`config.mk`:
```
export PLATFORM = sky130hd
export DESIGN_NAME = fifo_wr_ctrl
export DESIGN_NICKNAME = d
export VERILOG_FILES = /design/src/rtl/fifo_wr_ctrl.sv
export SDC_FILE = /design/constraint.sdc
export NUM_CORES = 1
export LEC_CHECK = 0
export BUFFER_PORTS_ARGS = -buffer_cell sky130_fd_sc_hd__buf_2
export CORE_ASPECT_RATIO = 0.8
export CORE_UTILIZATION = 48
export CTS_CLUSTER_DIAMETER = 40
export DETAILED_ROUTE_END_ITERATION = 6
export GPL_TIMING_DRIVEN = 0
export PLACE_DENSITY = 0.86
export SLEW_MARGIN = 10
export SYNTH_ARGS = -nofsm -noshare
export SYNTH_HDL_FRONTEND = slang
export SYNTH_SLANG_ARGS = --single-unit
```
`constraint.sdc`:
```
create_clock -name wclk -period 10.4 [get_ports wclk]
set_input_delay 0.52 -clock wclk [delete_from_list [all_inputs] [get_ports wclk]]
set_output_delay 0.52 -clock wclk [all_outputs]
set_load 0.03 [all_outputs]
```
`src/rtl/fifo_wr_ctrl.sv`:
```
// fifo_wr_ctrl: async FIFO write-side pointer, address and status-flag controller
// Ports:
//   wclk, hw_rst (async, active-high), sw_rst (sync, write side only)
//   write_enable, wdata[31:0], afull_value[ADDR_W-1:0] (almost-full threshold in free entries)
//   rptr_gray_sync[PTR_W-1:0]  read pointer (Gray) already synchronized into wclk
//   mem_wen, mem_waddr, mem_wdata  memory write port
//   wptr_gray  registered Gray write pointer for the read-domain synchronizer
//   wfull, wr_almost_ful, overflow, fifo_write_count, wr_level  status
// Optional: define FIFO_WR_OVERFLOW_STICKY_EN to hold overflow until reset;
// otherwise overflow pulses once per rejected write cycle.
module fifo_wr_ctrl #(
  parameter int ADDR_W = 5,
  parameter int PTR_W = ADDR_W + 1
) (
  input  logic              wclk,
  input  logic              hw_rst,
  input  logic              sw_rst,
  input  logic              write_enable,
  input  logic [31:0]       wdata,
  input  logic [ADDR_W-1:0] afull_value,
  input  logic [PTR_W-1:0]  rptr_gray_sync,
  output logic              mem_wen,
  output logic [ADDR_W-1:0] mem_waddr,
  output logic [31:0]       mem_wdata,
  output logic [PTR_W-1:0]  wptr_gray,
  output logic              wfull,
  output logic              wr_almost_ful,
  output logic              overflow,
  output logic [PTR_W-1:0]  fifo_write_count,
  output logic [PTR_W-1:0]  wr_level
);
  localparam logic [PTR_W-1:0] DEPTH_P = PTR_W'(2 ** ADDR_W);
  logic [PTR_W-1:0] r_wbin, r_wptr_gray, r_count, r_level;
  logic             r_wfull, r_afull, r_ovf;
  logic             w_accept, w_reject;
  logic [PTR_W-1:0] w_wbin_next, w_wgray_next, w_rbin, w_level_next, w_free;
  assign w_accept = write_enable & ~r_wfull & ~sw_rst;
  assign w_reject = write_enable & r_wfull;
  assign w_wbin_next = r_wbin + PTR_W'(w_accept);
  assign w_wgray_next = w_wbin_next ^ (w_wbin_next >> 1);
  // Each binary bit is the XOR of all Gray bits at and above it.
  for (genvar i = 0; i < PTR_W; i++) begin : g_g2b
    assign w_rbin[i] = ^rptr_gray_sync[PTR_W-1:i];
  end
  assign w_level_next = w_wbin_next - w_rbin;
  assign w_free = DEPTH_P - w_level_next;
  always_ff @(posedge wclk or posedge hw_rst) begin
    if (hw_rst) begin
      r_wbin <= '0;
      r_wptr_gray <= '0;
      r_count <= '0;
      r_level <= '0;
      r_wfull <= 1'b0;
      r_afull <= 1'b0;
      r_ovf <= 1'b0;
    end else if (sw_rst) begin
      r_wbin <= '0;
      r_wptr_gray <= '0;
      r_count <= '0;
      r_level <= '0;
      r_wfull <= 1'b0;
      r_afull <= 1'b0;
      r_ovf <= 1'b0;
    end else begin
      r_wbin <= w_wbin_next;
      r_wptr_gray <= w_wgray_next;
      r_count <= r_count + PTR_W'(w_accept);
      r_level <= w_level_next;
      // Full when the pointers differ only in the wrap bit: top two Gray bits inverted.
      r_wfull <= w_wgray_next == {~rptr_gray_sync[PTR_W-1:PTR_W-2], rptr_gray_sync[PTR_W-3:0]};
      r_afull <= w_free <= {1'b0, afull_value};
`ifdef FIFO_WR_OVERFLOW_STICKY_EN
      r_ovf <= r_ovf | w_reject;
`else
      r_ovf <= w_reject;
`endif
    end
  end
  assign mem_wen = w_accept;
  assign mem_waddr = r_wbin[ADDR_W-1:0];
  assign mem_wdata = wdata;
  assign wptr_gray = r_wptr_gray;
  assign wfull = r_wfull;
  assign wr_almost_ful = r_afull;
  assign overflow = r_ovf;
  assign fifo_write_count = r_count;
  assign wr_level = r_level;
endmodule

```
==> summary.md, run 1 <==
| Metric | Value |
|---|---|
| Inserted Clock Buffers | `3` |
| Total GRT Usage | `19.0%` |
| Worst-path clk slew | `0.09 ns` |
| Synth Flop Type | `dfrtp_1` |
| CTS sink cnt | `26` |
| Synthesis warning total | `0` |
| # setup viols final | `0` |
| DRT iter0 DRCs | `36` |
| Die Area | `4240 µm²` |
| Most common cell after layout, fill and taps aside | `buf_2` |
| Port bufs | `71` |
| Hold Crit Class | `in2reg` |
| Critical Path RT | `10.60 ns` |
| CP max stage cell | `or4b_1` |
| Setup TNS | `0 ns` |
| RSZ-0062 raised after global routing | `false` |
| Final RePlAce weighted congestion | `0.807` |
| Final Cycle Share | `41.2%` |
| Cell internal pwr | `228 µW` |
| Core Box Area | `3800 µm²` |
| Most frequent cells in the layout | `buf_2 (71), buf_4 (32), dfrtp_1 (26)` |
| Layout cells sized above 1 | `41.1%` |
| DRT antenna net count | `0` |
| Pwr Density | `149 nW/µm²` |
| Post-Synthesis Cells | `200` |
| Sw power | `131 µW` |
| Setup ws final | `6.12 ns` |
| Clk network pwr share | `23.2%` |
| Final nets | `336` |
| Post-Syn Nets | `260` |
| CTS Hold Bufs | `0` |
| Final WL | `4.04 mm` |
| VDD IR max | `0.0000802 V` |
| Drc violations | `0` |
| Antenna diode count | `0` |
| Async S/R FF share, synth | `100%` |
| Minimum clock period | `4.28 ns` |
| Dpl cell area | `2340 µm²` |
| Drt pass-1 iters | `4` |
| Max-Cap Viols | `0` |
| FMAX | `234 MHz` |
| CTS tree | `yes` |
| Sequential Power Share | `31.0%` |
| Clock Root Buffer | `clkbuf_8` |
| CP startpoint kind | `flip-flop` |
| Largest net degree at the start of global routing | `27` |
| Clk buf depth | `2` |
| Post-synth cell types | `37` |
| Die W | `72.6 µm` |
| Mapped cell area | `1910 µm²` |
| Area grow syn2layout | `25.9%` |
| Total congestion overflow | `0` |
| Chip height | `58.5 µm` |
| Status | `complete, no violations` |
| Via density | `4.85` |
| Crit path cell chain | `and4bb_4 -> ha_1 -> nand3_1 -> xor2_1 -> inv_1 -> ha_1 -> inv_1 -> nor3_1 -> a21oi_1 -> o21ai_0 -> a311oi_1 -> xnor2_1 -> ha_1 -> o21a_1 -> o22ai_1 -> or4b_1 -> mux2i_1` |
| Worst path most repeated cell | `ha_1` |
| DR WL/cell | `12.2 µm` |
| Pleak | `1.34 nW` |
| Number of flops mapped to enable cells by yosys | `0` |
| CP delay by family, top | `simple AND/OR/NAND/NOR gates` |
| Design Area, Final | `2410 µm²` |
| Worst Skew | `0.00213 ns` |
| Crit end category | `flip-flop` |
| Cts repair resizes | `0` |
| DP HPWL | `3.22 mm` |
| Number of global-route vias before repair | `1,410` |
| Critical path class | `reg2reg` |
| WP buf/inv | `2` |
| H-tree levels | `1` |
| Synth Register Bits | `26` |
| Initial antenna violation count | `0` |
| First-pass GRT wire length | `6.15 mm` |
| Cell row count | `20` |
| Hold Vio Cnt, Final | `0` |
| Post-Place Setup Slack | `5.97 ns` |
| Seq/Total Area, Yosys | `34.0%` |
| Starting Density | `50.3%` |
| Post-CTS setup repair buffer count | `0` |
| Comb power frac | `45.8%` |
| CP arrival | `4.48 ns` |
| Switching Share | `36.4%` |
| Crit-path max cell delay | `0.46 ns` |
| Worst-Margin Slew | `1.01 ns` |
| Avg Cell Area, Syn | `9.56 µm²` |
| CP max FO | `6` |
| Worst skew pair latency | `0.27 ns` |
| Slew Viols, Final | `0` |
| Relative slew margins | `32.9%` |
| Vias | `1,602` |
| Io pins | `106` |
-- cells in the mapped netlist (2+ instances only) --
cell type   n  area (µm²)
clkbuf_1    3        11.3
a21oi_1     2        10.0
inv_1      12        45.0
nor3_1      2        10.0
mux2i_1     3        30.0
nor2_1     23        86.3
nand4_1     3        18.8
xnor2_2     2        32.5
nor2b_1     5        31.3
xor2_1     12         105
nand3_1     6        30.0
o211ai_1    3        22.5
o21ai_0     2        10.0
nor3b_1     2        15.0
ha_1       13         163
o21a_1      3        22.5
dfrtp_1    26         651
buf_4      32         240
xnor2_1    20         175
nand2_1     8        30.0
and3_1      2        12.5
-- cells by family after synthesis --
logic type	synth area share (%)
fa+ha+maj	9.03
mux	1.57
buf+inv	16.1
compound gates	5.96
flops	34.0
xor+xnor	17.5
simple gates	15.8
-- per-stage QoR --
stage                     std cells  power (mW)  utilization (%)  hold slack [ns]
final                           330       0.359             63.3            0.442
after global routing            330       0.383             63.3            0.450
after CTS                       330       0.362             63.3            0.438
after detailed placement        326       0.277             61.4            0.532
after global placement          326       0.271             61.4            0.538
after floorplan                 200       0.241                -            0.560
-- worst paths after layout --
kind	cells past startpoint	from	end	slack, ns
worst min register to register	2	fifo_write_count[5]$_DFF_PP0_	fifo_write_count[5]$_DFF_PP0_	0.55
worst max register to register	17	wfull$_DFF_PP0_	wr_almost_ful$_DFF_PP0_	6.12
worst min-delay path	2	sw_rst	fifo_write_count[0]$_DFF_PP0_	0.44
max in group asynchronous	2	hw_rst	fifo_write_count[4]$_DFF_PP0_	9.32
worst max-delay path	17	wfull$_DFF_PP0_	wr_almost_ful$_DFF_PP0_	6.12
min in group asynchronous	2	hw_rst	wptr_gray[1]$_DFF_PP0_	0.48
-- per-layer routing --
metal | GRT usage (%) | wire length [µm] | part of all wire, % | up-vias
met5 | 0 | 0 | 0 | -
met4 | 5.32 | 48 | 1.2 | 0
met3 | 2.57 | 366 | 9.1 | 5
met2 | 32.4 | 1860 | 46 | 87
met1 | 25.4 | 1760 | 44 | 729
li1 | - | - | - | 781
-- power by group through the flow --
stage | logic [mW] | registers (mW) | clock network (mW)
after floorplan | 0.112 | 0.130 | 0
after global placement | 0.158 | 0.113 | 0
after detailed placement | 0.164 | 0.114 | 0
after CTS | 0.165 | 0.112 | 0.0858
after global routing | 0.183 | 0.112 | 0.0876
final | 0.164 | 0.111 | 0.0834
-- layout make-up --
class / count / area, µm²
Clock buffer: 3 / 41.3
Inverter: 12 / 45.0
Sequential cell: 26 / 651
Buffer: 36 / 263
Timing Repair Buffer: 71 / 355
Multi-Input combinational cell: 126 / 953
Fill cell: 328 / 1400
Clock inverter: 1 / 30.0
Tap cell: 55 / 68.8
-- state kept, by name, indices dropped and copies added (netlist names) --
name and flops:
wr_almost_ful 1, overflow 1, wr_level 6, wptr_gray 5, wfull 1, r_wbin 6, fifo_write_count 6
(Power assumes the default switching activity.)
==> run 2, diff against run 1 <==
CORE_UTILIZATION = 45   (was 48)
PLACE_DENSITY = 0.81   (was 0.86)
clock period = 4.3 ns   (was 10.4 ns; I/O delays follow)
==> run 2 against run 1 <==
Compared with the run above: register-to-register slack got worse by 5.9 ns; combinational power increased by 150%; core utilization decreased by 0.46 points; sequential power increased by 140%; final area increased by 2.5%; global-route usage decreased by 1.9 points; largest power group unchanged.
==> summary.md, run 2 (synthesis results as in run 1) <==
| Metric | Value |
|---|---|
| Area grow syn2layout | `29.1%` |
| Beginning of the critical path | `wfull$_DFF_PP0_` |
| Port bufs | `71` |
| Total congestion overflow | `0` |
| Number of global-route vias before repair | `1,420` |
| Hold Crit Class | `in2reg` |
| Largest net degree at the start of global routing | `27` |
| CP arrival | `4.31 ns` |
| Most common cell after layout, fill and taps aside | `buf_2` |
| DRT iter0 DRCs | `77` |
| Crit end category | `flip-flop` |
| Status | `complete, no violations` |
| Layout Utilization | `62.8%` |
| CTS sink cnt | `26` |
| Layout cells sized above 1 | `44.4%` |
| CTS Hold Bufs | `0` |
| # setup viols final | `0` |
| Final RePlAce weighted congestion | `0.821` |
| Antenna diode count | `0` |
| Drt pass-1 iters | `4` |
| Die W | `74.9 µm` |
| CP startpoint kind | `flip-flop` |
| Starting Density | `48.7%` |
| Post-Place Setup Slack | `-0.0460 ns` |
| Min-delay src | `sw_rst` |
| DR WL/cell | `11.8 µm` |
| Drc violations | `0` |
| Final nets | `340` |
| Total GRT Usage | `17.1%` |
| FF-to-FF path depth | `14` |
| Setup ws final | `0.173 ns` |
| Final Cycle Share | `96.0%` |
| CTS tree | `yes` |
| Cell row count | `20` |
| Inserted Clock Buffers | `3` |
| Most frequent cells in the layout | `buf_2 (71), buf_4 (36), dfrtp_1 (26)` |
| Clk buf depth | `2` |
| Worst-Margin Slew | `0.968 ns` |
| Reg-to-Reg End | `wr_almost_ful$_DFF_PP0_` |
| DP HPWL | `3.06 mm` |
| Relative slew margins | `35.4%` |
| First-pass GRT wire length | `5.92 mm` |
| Filler cells | `351` |
| Worst-path clk slew | `0.09 ns` |
| Hold Vio Cnt, Final | `0` |
| Minimum clock period | `4.13 ns` |
| Worst Skew | `0.00585 ns` |
| Chip height | `60.3 µm` |
| Worst setup path endpoint | `wr_almost_ful$_DFF_PP0_` |
| Max-Cap Viols | `0` |
| Die Area | `4510 µm²` |
| VDD IR max | `0.000214 V` |
| Critical path class | `reg2reg` |
| FMAX | `242 MHz` |
| Initial antenna violation count | `0` |
| DRT antenna net count | `0` |
| Hold_ws | `0.125 ns` |
| Multi-input gate area | `1000 µm²` |
| H-tree levels | `1` |
| CP max FO | `5` |
| Io pins | `106` |
| Via density | `4.76` |
| Crit path cell chain | `and4bb_4 -> ha_2 -> xnor2_2 -> xnor2_1 -> ha_1 -> maj3_1 -> nor4b_1 -> a311oi_2 -> xnor2_1 -> ha_1 -> o21a_1 -> o22ai_1 -> or4b_1 -> mux2i_1` |
| Pleak | `1.36 nW` |
| Final WL | `3.94 mm` |
| Core Box Area | `3930 µm²` |
| Crit-path max cell delay | `0.48 ns` |
| Storage cell area | `651 µm²` |
| Design Area, Final | `2470 µm²` |
| R2R Path Start | `wfull$_DFF_PP0_` |
| R2R setup slack | `0.17 ns` |
| CP max stage cell | `or4b_1` |
| Critical Path RT | `4.48 ns` |
| Pwr Density | `338 nW/µm²` |
| Clock Root Buffer | `clkbuf_8` |
| Slew Viols, Final | `0` |
| Dpl cell area | `2340 µm²` |
| Worst skew pair latency | `0.27 ns` |
| Vias | `1,591` |
-- run 2: metrics by stage --
step	power, mW	cells	setup TNS [ns]
3_3_place_gp	0.656	326	0
5_1_grt	0.882	334	-0.0447
3_5_place_dp	0.668	326	-0.0460
4_1_cts	0.822	330	0
6_report	0.834	334	0
2_1_floorplan	0.583	200	0
-- run 2: routing by layer --
layer / up-vias / track usage [%] / wire length [µm] / part of all wire (%)
li1: 791 / - / - / -
met1: 720 / 22.2 / 1800 / 46
met2: 76 / 29.7 / 1880 / 48
met3: 4 / 2.53 / 235 / 6.0
met4: 0 / 4.85 / 33 / 0.84
met5: - / 0 / 0 / 0
-- run 2: timing repair --
action | CTS | global route
pin swaps | 0 | 2
buffers inserted | 0 | 4
gates resized for setup | 1 | 7
endpoints found under the hold margin | 0 | 0
setup endpoints to repair | 1 | 1
-- run 2: power breakdown --
| part | total [mW] | internal, mW | switching, mW |
|---|---|---|---|
| registers | 0.269 | 0.263 | 0.00612 |
| clock network | 0.157 | 0.0818 | 0.0753 |
| logic | 0.408 | 0.173 | 0.235 |
| total | 0.834 | 0.517 | 0.317 |
-- run 2: worst min path at each step --
stage          cells after the start                       endpoint  slack, ns
4_1_cts                            2            r_wbin[1]$_DFF_PP0_       0.13
2_1_floorplan                      1  fifo_write_count[0]$_DFF_PP0_       0.26
6_report                           2            r_wbin[1]$_DFF_PP0_       0.12
3_3_place_gp                       2            r_wbin[1]$_DFF_PP0_       0.42
5_1_grt                            2            r_wbin[1]$_DFF_PP0_       0.13
3_5_place_dp                       2  fifo_write_count[0]$_DFF_PP0_       0.41
-- run 2: area by class of cell --
| class | count | share of cell area, % |
|---|---|---|
| buffer | 36 | 10.6 |
| clock buffer | 4 | 2.23 |
| inverter | 12 | 1.82 |
| multi-input combinational | 126 | 40.5 |
| sequential | 26 | 26.4 |
| tap | 55 | 2.79 |
| timing repair buffer | 75 | 15.6 |
-- run 2: critical path: cells and delay by family (launching register included) --
| kind | cells | cell delay, ns |
|---|---|---|
| adder cells (fa/ha/maj) | 4 | 1.29 |
| AO/OA/AOI/OAI | 3 | 0.41 |
| AND/OR/NAND/NOR | 3 | 1.25 |
| XOR/XNOR | 3 | 0.49 |
| flip-flops | 1 | 0.43 |
| multiplexers | 1 | 0.17 |
